==> config.mk <==
export PLATFORM = sky130hd
export DESIGN_NAME = sprite_blitter_flat
export DESIGN_NICKNAME = d
export VERILOG_FILES = /design/src/rtl/sprite_blitter_pkg.sv /design/src/rtl/sprite_blitter_if.sv /design/src/rtl/sprite_blitter_fb_addr_calc.sv /design/src/rtl/sprite_blitter.sv /design/src/flat_wrapper.sv
export SDC_FILE = /design/constraint.sdc
export NUM_CORES = 1
export LEC_CHECK = 0
export CAP_MARGIN = 20
export CORE_ASPECT_RATIO = 1.1
export CORE_MARGIN = 2
export CORE_UTILIZATION = 50
export DETAILED_ROUTE_END_ITERATION = 8
export MAX_ROUTING_LAYER = met4
export PLACE_DENSITY = 0.72
export REMOVE_ABC_BUFFERS = 1
export SYNTH_ARGS = -nofsm -noshare
export SYNTH_HDL_FRONTEND = slang
export SYNTH_SLANG_ARGS = --single-unit
==> constraint.sdc <==
create_clock -name clk -period 14.2 [get_ports clk]
set_clock_uncertainty 0.1 [all_clocks]
set_input_delay 2.84 -clock clk [delete_from_list [all_inputs] [get_ports clk]]
set_output_delay 2.84 -clock clk [all_outputs]
set_load 0.03 [all_outputs]
==> src/rtl/sprite_blitter_pkg.sv <==
// Shared types and defaults for the sprite blitter: FSM states, RGB565 colour
// type and framebuffer geometry.
package sprite_blitter_pkg;
    localparam int COORD_W = 9;
    localparam int ADDR_W  = 17;

    localparam int DEF_FB_WIDTH  = 320;
    localparam int DEF_FB_HEIGHT = 240;

    typedef logic [15:0] rgb565_t;

    localparam rgb565_t DEF_TRANSPARENT = 16'hFFFF;

    typedef enum logic [1:0] {
        ST_IDLE,
        ST_READ,
        ST_WRITE,
        ST_DONE
    } blit_state_t;
endpackage

==> src/rtl/sprite_blitter_if.sv <==
// Command, sprite ROM and framebuffer write signals of the blitter.
// master = host/system side, slave = blitter.
interface sprite_blitter_if;
    import sprite_blitter_pkg::*;

    logic               start;
    logic [COORD_W-1:0] origin_x;
    logic [COORD_W-1:0] origin_y;
    logic [COORD_W-1:0] sprite_width;
    logic [COORD_W-1:0] sprite_height;
    logic [ADDR_W-1:0]  sprite_pixel;
    rgb565_t            sprite_color;
    logic [ADDR_W-1:0]  fb_addr;
    rgb565_t            fb_data;
    logic               fb_we;
    logic               fb_ready;
    logic               busy;
    logic               done;

    modport master (
        output start, origin_x, origin_y, sprite_width, sprite_height,
               sprite_color, fb_ready,
        input  sprite_pixel, fb_addr, fb_data, fb_we, busy, done
    );

    modport slave (
        input  start, origin_x, origin_y, sprite_width, sprite_height,
               sprite_color, fb_ready,
        output sprite_pixel, fb_addr, fb_data, fb_we, busy, done
    );
endinterface

==> src/rtl/sprite_blitter_fb_addr_calc.sv <==
// Framebuffer linear address (y*FB_WIDTH + x, truncated to 17 bits) and
// off-screen clip flag for one target pixel.
module fb_addr_calc
    import sprite_blitter_pkg::*;
#(
    parameter int FB_WIDTH  = DEF_FB_WIDTH,
    parameter int FB_HEIGHT = DEF_FB_HEIGHT
) (
    input  logic [COORD_W:0]   x,
    input  logic [COORD_W:0]   y,
    output logic [ADDR_W-1:0]  addr,
    output logic               clip
);
    localparam logic [COORD_W:0] X_LIM = 10'(FB_WIDTH);
    localparam logic [COORD_W:0] Y_LIM = 10'(FB_HEIGHT);

    assign addr = ADDR_W'(y) * ADDR_W'(FB_WIDTH) + ADDR_W'(x);
    assign clip = (x >= X_LIM) || (y >= Y_LIM);
endmodule

==> src/rtl/sprite_blitter.sv <==
// Sprite blitter: copies a sprite from ROM into the framebuffer in raster
// order, skipping colour-keyed and off-screen pixels.
//
// state    | meaning
// ---------+------------------------------------------------------------
// ST_IDLE  | waiting for start; latches origin and sprite size
// ST_READ  | fetch one sprite pixel, decide write or skip
// ST_WRITE | fb_we held with stable addr/data until fb_ready
// ST_DONE  | one-cycle done pulse, back to idle
module sprite_blitter
    import sprite_blitter_pkg::*;
#(
    parameter int      FB_WIDTH    = DEF_FB_WIDTH,
    parameter int      FB_HEIGHT   = DEF_FB_HEIGHT,
    parameter rgb565_t TRANSPARENT = DEF_TRANSPARENT
) (
    input  logic             clk,
    input  logic             rst,
    sprite_blitter_if.slave  bus
);
    blit_state_t        state, state_n;
    logic [COORD_W-1:0] ox, oy, w, h;
    logic [COORD_W-1:0] col, row;
    rgb565_t            color_q;
    logic [ADDR_W-1:0]  addr_q;

    logic [COORD_W:0]   px, py;
    logic [ADDR_W-1:0]  pix_addr;
    logic [ADDR_W-1:0]  rom_idx;
    logic               clip, empty, last, skip;
    logic               latch, load, advance;

    assign px = {1'b0, ox} + {1'b0, col};
    assign py = {1'b0, oy} + {1'b0, row};

    fb_addr_calc #(
        .FB_WIDTH  (FB_WIDTH),
        .FB_HEIGHT (FB_HEIGHT)
    ) u_addr_calc (
        .x    (px),
        .y    (py),
        .addr (pix_addr),
        .clip (clip)
    );

    assign rom_idx = ADDR_W'(row) * ADDR_W'(w) + ADDR_W'(col);
    assign empty   = (w == '0) || (h == '0);
    assign last    = (col == w - 9'd1) && (row == h - 9'd1);
    assign skip    = (bus.sprite_color == TRANSPARENT) || clip;

    always_ff @(posedge clk) begin
        if (rst) state <= ST_IDLE;
        else     state <= state_n;
    end

    // Empty sprites are resolved in the first READ cycle from the latched
    // size, so done follows start by two cycles with no fetch or write.
    always_comb begin
        state_n = state;
        latch   = 1'b0;
        load    = 1'b0;
        advance = 1'b0;
        case (state)
            ST_IDLE: begin
                if (bus.start) begin
                    latch   = 1'b1;
                    state_n = ST_READ;
                end
            end
            ST_READ: begin
                if (empty) begin
                    state_n = ST_DONE;
                end else if (skip) begin
                    advance = 1'b1;
                    state_n = last ? ST_DONE : ST_READ;
                end else begin
                    load    = 1'b1;
                    state_n = ST_WRITE;
                end
            end
            ST_WRITE: begin
                if (bus.fb_ready) begin
                    advance = 1'b1;
                    state_n = last ? ST_DONE : ST_READ;
                end
            end
            ST_DONE: state_n = ST_IDLE;
            default: state_n = ST_IDLE;
        endcase
    end

    always_ff @(posedge clk) begin
        if (rst) begin
            ox      <= '0;
            oy      <= '0;
            w       <= '0;
            h       <= '0;
            col     <= '0;
            row     <= '0;
            color_q <= '0;
            addr_q  <= '0;
        end else begin
            if (latch) begin
                ox  <= bus.origin_x;
                oy  <= bus.origin_y;
                w   <= bus.sprite_width;
                h   <= bus.sprite_height;
                col <= '0;
                row <= '0;
            end
            if (load) begin
                color_q <= bus.sprite_color;
                addr_q  <= pix_addr;
            end
            if (advance) begin
                if (col == w - 9'd1) begin
                    col <= '0;
                    row <= row + 9'd1;
                end else begin
                    col <= col + 9'd1;
                end
            end
        end
    end

    assign bus.sprite_pixel = (state == ST_READ) ? rom_idx : '0;
    assign bus.fb_addr      = addr_q;
    assign bus.fb_data      = color_q;
    assign bus.fb_we        = (state == ST_WRITE);
    assign bus.busy         = (state != ST_IDLE);
    assign bus.done         = (state == ST_DONE);
endmodule

==> src/flat_wrapper.sv <==
// flat-port wrapper written by rule: the top's interface ports become plain ports
module sprite_blitter_flat import sprite_blitter_pkg::*;
#(
    parameter int      FB_WIDTH    = DEF_FB_WIDTH,
    parameter int      FB_HEIGHT   = DEF_FB_HEIGHT,
    parameter rgb565_t TRANSPARENT = DEF_TRANSPARENT
)
  (clk, rst, bus_start, bus_origin_x, bus_origin_y, bus_sprite_width, bus_sprite_height, bus_sprite_color, bus_fb_ready, bus_sprite_pixel, bus_fb_addr, bus_fb_data, bus_fb_we, bus_busy, bus_done);
  sprite_blitter_if bus_i ();
  input  logic clk;
  input  logic rst;
  input wire logic [$bits(bus_i.start)-1:0] bus_start;
  input wire logic [$bits(bus_i.origin_x)-1:0] bus_origin_x;
  input wire logic [$bits(bus_i.origin_y)-1:0] bus_origin_y;
  input wire logic [$bits(bus_i.sprite_width)-1:0] bus_sprite_width;
  input wire logic [$bits(bus_i.sprite_height)-1:0] bus_sprite_height;
  input wire logic [$bits(bus_i.sprite_color)-1:0] bus_sprite_color;
  input wire logic [$bits(bus_i.fb_ready)-1:0] bus_fb_ready;
  output wire logic [$bits(bus_i.sprite_pixel)-1:0] bus_sprite_pixel;
  output wire logic [$bits(bus_i.fb_addr)-1:0] bus_fb_addr;
  output wire logic [$bits(bus_i.fb_data)-1:0] bus_fb_data;
  output wire logic [$bits(bus_i.fb_we)-1:0] bus_fb_we;
  output wire logic [$bits(bus_i.busy)-1:0] bus_busy;
  output wire logic [$bits(bus_i.done)-1:0] bus_done;
  assign bus_i.start = bus_start;
  assign bus_i.origin_x = bus_origin_x;
  assign bus_i.origin_y = bus_origin_y;
  assign bus_i.sprite_width = bus_sprite_width;
  assign bus_i.sprite_height = bus_sprite_height;
  assign bus_i.sprite_color = bus_sprite_color;
  assign bus_i.fb_ready = bus_fb_ready;
  assign bus_sprite_pixel = bus_i.sprite_pixel;
  assign bus_fb_addr = bus_i.fb_addr;
  assign bus_fb_data = bus_i.fb_data;
  assign bus_fb_we = bus_i.fb_we;
  assign bus_busy = bus_i.busy;
  assign bus_done = bus_i.done;
  sprite_blitter #(.FB_WIDTH(FB_WIDTH), .FB_HEIGHT(FB_HEIGHT), .TRANSPARENT(TRANSPARENT)) u_core (.clk(clk), .rst(rst), .bus(bus_i));
endmodule
==> metrics.md <==
| Metric | Value |
|---|---|
| Boundary Pins | `109` |
| Yosys warning count | `0` |
| Synth top area share | `0.210` |
| Worst-Margin Slew | `0.815 ns` |
| Setup bufs post-CTS | `0` |
| Average size of a mapped cell | `8.38 um2` |
| Critical path type | `reg2out` |
| Syn Inst Count | `1010` |
| Core Footprint | `16500 um2` |
| Bufs on Longest Clock Path | `2` |
| Avg WL per Cell | `14.7 um` |
| Crit path arrival time | `6.67 ns` |
| Total negative slack | `0 ns` |
| Worst r2r src | `u_core.row[0]` |
| Status | `complete, no violations` |
| Area added between synthesis and finish | `16.8%` |
| Starting density of the core | `0.513` |
| CTS Hold Bufs | `0` |
| Min Tclk post-route | `9.61 ns` |
| Yosys cell types | `62` |
| CP max stage cell | `dfxtp_1` |
| Initial antenna violation count | `0` |
| Yosys top cell by area | `dfxtp_1` |
| Setup violations, final | `0` |
| Tcrit/Tclk final | `0.677` |
| Hold depth | `2` |
| CTS tree | `built` |
| Global-route wire length before repair | `31900 um` |
| Vias | `6994` |
| Crit-path max cell delay | `0.75 ns` |
| Die height | `140 um` |
| Clk root buf | `clkbuf_16` |
| Crit path buffers/inverters | `6` |
| DRC Markers | `0` |
| Clk_lat worst skew | `0.35 ns` |
| Leakage | `4.50 nW` |
| Hold endpoint | `u_core.ox[2]` |
| Tot Pwr | `0.742 mW` |
| Clock power share | `0.298` |
| CTS buffer count | `9` |
| Switching power | `0.256 mW` |
| HP Start | `u_core.ox[2]` |
| Flop-to-flop setup slack | `9.60 ns` |
| Seq/Total Area, Yosys | `0.210` |
| R2R depth | `18` |
| Main flop type after synthesis | `dfxtp_1` |
| Yosys reg bits | `89` |
| EDFF count, synth | `0` |
| Combinational share of power | `0.304` |
| Row count | `49` |
| Final HPWL DP | `14500 um` |
| Max-slew violations | `0` |
| GRT Total Usage | `0.222` |
| Crit Path Max Fanout | `20` |
| Hold WC Path Type | `reg2reg` |
| Number of global-route vias before repair | `6729` |
| Synth area leaders | `dfxtp_1 21%, ha_1 14%, fa_1 14%, nand2_1 5.6%, xnor2_1 5.5%` |
| Critical Path Start Type | `register` |
| Most frequent cell after synthesis | `nand2_1` |
| Top cells by count, synth | `127 x nand2_1, 96 x ha_1, 89 x dfxtp_1, 89 x inv_1, 75 x nor2_1` |
| Die W | `128 um` |
| CP endpoint kind | `primary output` |
| Sequential fraction of design power | `0.397` |
| GR Overflow Total | `0` |
| Final core occ | `0.599` |
| Worst EP required | `11.26 ns` |
| Drt total wl | `19000 um` |
| Ys async rst share | `0` |
| Post-layout nets | `1293` |
| Power Density | `75.1 nW/um2` |
| # clock sinks | `89` |
| Final Hold Violating Endpoints | `0` |
| Post-DRT Antenna Nets | `0` |
| Switching Fraction | `0.345` |
| I/O Buffers | `108` |
| RSZ-0062 raised after global routing | `no` |
| Total die area | `18000 um2` |
| Critical Path, Cell by Cell | `nand2_1, fa_1, inv_1, fa_1, inv_1, fa_1, inv_1, fa_1, inv_1, fa_1, inv_1, ha_1, or3_1, o211a_1, o21a_1, o21a_1, o41a_1, a31oi_1, mux2i_1, clkdlybuf4s50_1` |
| Max-slew headroom | `0.457` |
| Post-CTS Resized | `0` |
| Largest net degree at the start of global routing | `78` |
| CTS H-tree lvls | `3` |
| Vias per cell | `5.41` |
| Pint | `0.486 mW` |
| Mapped Area | `8470 um2` |
| Worst path top cell family by delay | `adder cells` |
| Fmax | `104 MHz` |
| Clock slew at reported path FFs | `0.07 ns` |
| Layout cell share with drive strength beyond 1 | `0.0331` |
| Worst vdd ir | `0.0612 mV` |
| RR Endpoint | `u_core.bus.fb_addr[16]` |
| Maxcap violations | `0` |
| Drt pass-1 iters | `5` |
| DRT iter0 DRCs | `284` |
| Ant. Diodes | `0` |
| Final Wtd Congestion | `0.847` |
==> through the flow <==
step / setup slack (ns) / hold slack, ns / area (um2) / cells
3_3_place_gp: 5.01 / 0.350 / 9610 / 1276
3_5_place_dp: 4.97 / 0.354 / 9610 / 1276
2_1_floorplan: 5.60 / 0.334 / 8250 / 960
4_1_cts: 4.58 / 0.364 / 9890 / 1292
6_report: 4.59 / 0.363 / 9890 / 1292
5_1_grt: 4.22 / 0.375 / 9890 / 1292
==> power groups by stage <==
stage	registers (mW)	clock network, mW	logic, mW
after floorplan	0.313	0	0.132
after global placement	0.300	0	0.224
after detailed placement	0.300	0	0.226
after CTS	0.295	0.227	0.227
after global routing	0.298	0.235	0.248
final	0.295	0.221	0.226
==> layout make-up <==
type	instances	area [um2]
well taps	204	255
repair buffers	112	1110
fillers	1514	6610
clock buffers	10	229
flip-flops and latches	89	1780
clock inverters	6	43.8
multi-input cells	782	6140
inverters	89	334
==> cell families after synthesis <==
family / Yosys count / synth area share
AOI/OAI and AO/OA: 171 / 0.131
xor gates and xnor gates: 69 / 0.0714
DFF: 89 / 0.210
muxes: 30 / 0.0355
buffers and inverters: 139 / 0.0655
adders and majority gates: 154 / 0.279
and+or+nand+nor: 358 / 0.207
==> how the worst max path moves through the flow <==
stage	startpoint	to	slack [ns]	cells after the start
2_1_floorplan	u_core.row[6]	bus_sprite_pixel[15]	5.60	19
3_3_place_gp	u_core.row[6]	bus_sprite_pixel[15]	5.01	20
3_5_place_dp	u_core.row[6]	bus_sprite_pixel[15]	4.97	20
4_1_cts	u_core.row[6]	bus_sprite_pixel[15]	4.58	20
5_1_grt	u_core.row[6]	bus_sprite_pixel[16]	4.22	21
6_report	u_core.row[6]	bus_sprite_pixel[15]	4.59	20
==> worst reg2reg max path, cell delays in order (launching register included) <==
cell      delay (ns)
dfxtp_1         0.68
ha_1            0.30
inv_1           0.07
fa_1            0.41
nor2b_1         0.17
o21a_1          0.12
nor2_1          0.04
xnor2_1         0.31
ha_1            0.34
fa_1            0.46
a21o_1          0.17
a21oi_1         0.21
o21bai_1        0.10
a21oi_1         0.17
xor2_1          0.11
nor3_1          0.25
xnor2_1         0.17
xnor2_1         0.08
o41ai_1         0.22
==> state kept, by name, indices dropped and copies added, names as in the netlist <==
| name | count |
|---|---|
| u_core.state | 2 |
| u_core.col | 9 |
| u_core.ox | 9 |
| u_core.h | 9 |
| u_core.w | 9 |
| u_core.row | 9 |
| u_core.oy | 9 |
| u_core.bus.fb_data | 16 |
| u_core.bus.fb_addr | 17 |
==> cells in the final DEF (no fill, tap or decap), drive strengths merged, types with 3 or more instances in the layout <==
cell type,count
nor3b,11
clkbuf,10
and2,53
or2,5
nor2b,6
nor4,9
dfxtp,89
o21ai,26
nor2,75
a211oi,10
buf,5
xnor2,53
a31oi,7
mux2i,30
nand2,127
ha,96
o21a,4
a21o,15
inv,90
nor3,20
a211o,8
fa,58
nand3,20
clkdlybuf4s50,107
and3,8
o41ai,4
nand2b,8
xor2,16
o2111ai,3
nand4,6
nand3b,3
clkinvlp,4
o21bai,6
o22ai,6
a21oi,68
==> layer usage <==
| layer | global-route usage | up-vias | wire [um] | part of all wire |
|---|---|---|---|---|
| li1 | - | 3533 | - | - |
| met1 | 0.283 | 3320 | 8830 | 0.47 |
| met2 | 0.373 | 121 | 9300 | 0.49 |
| met3 | 0.0267 | 20 | 560 | 0.030 |
| met4 | 0.0596 | 0 | 275 | 0.015 |
| met5 | - | - | 0 | 0 |
No activity file was read; power rests on OpenSTA's default activity.
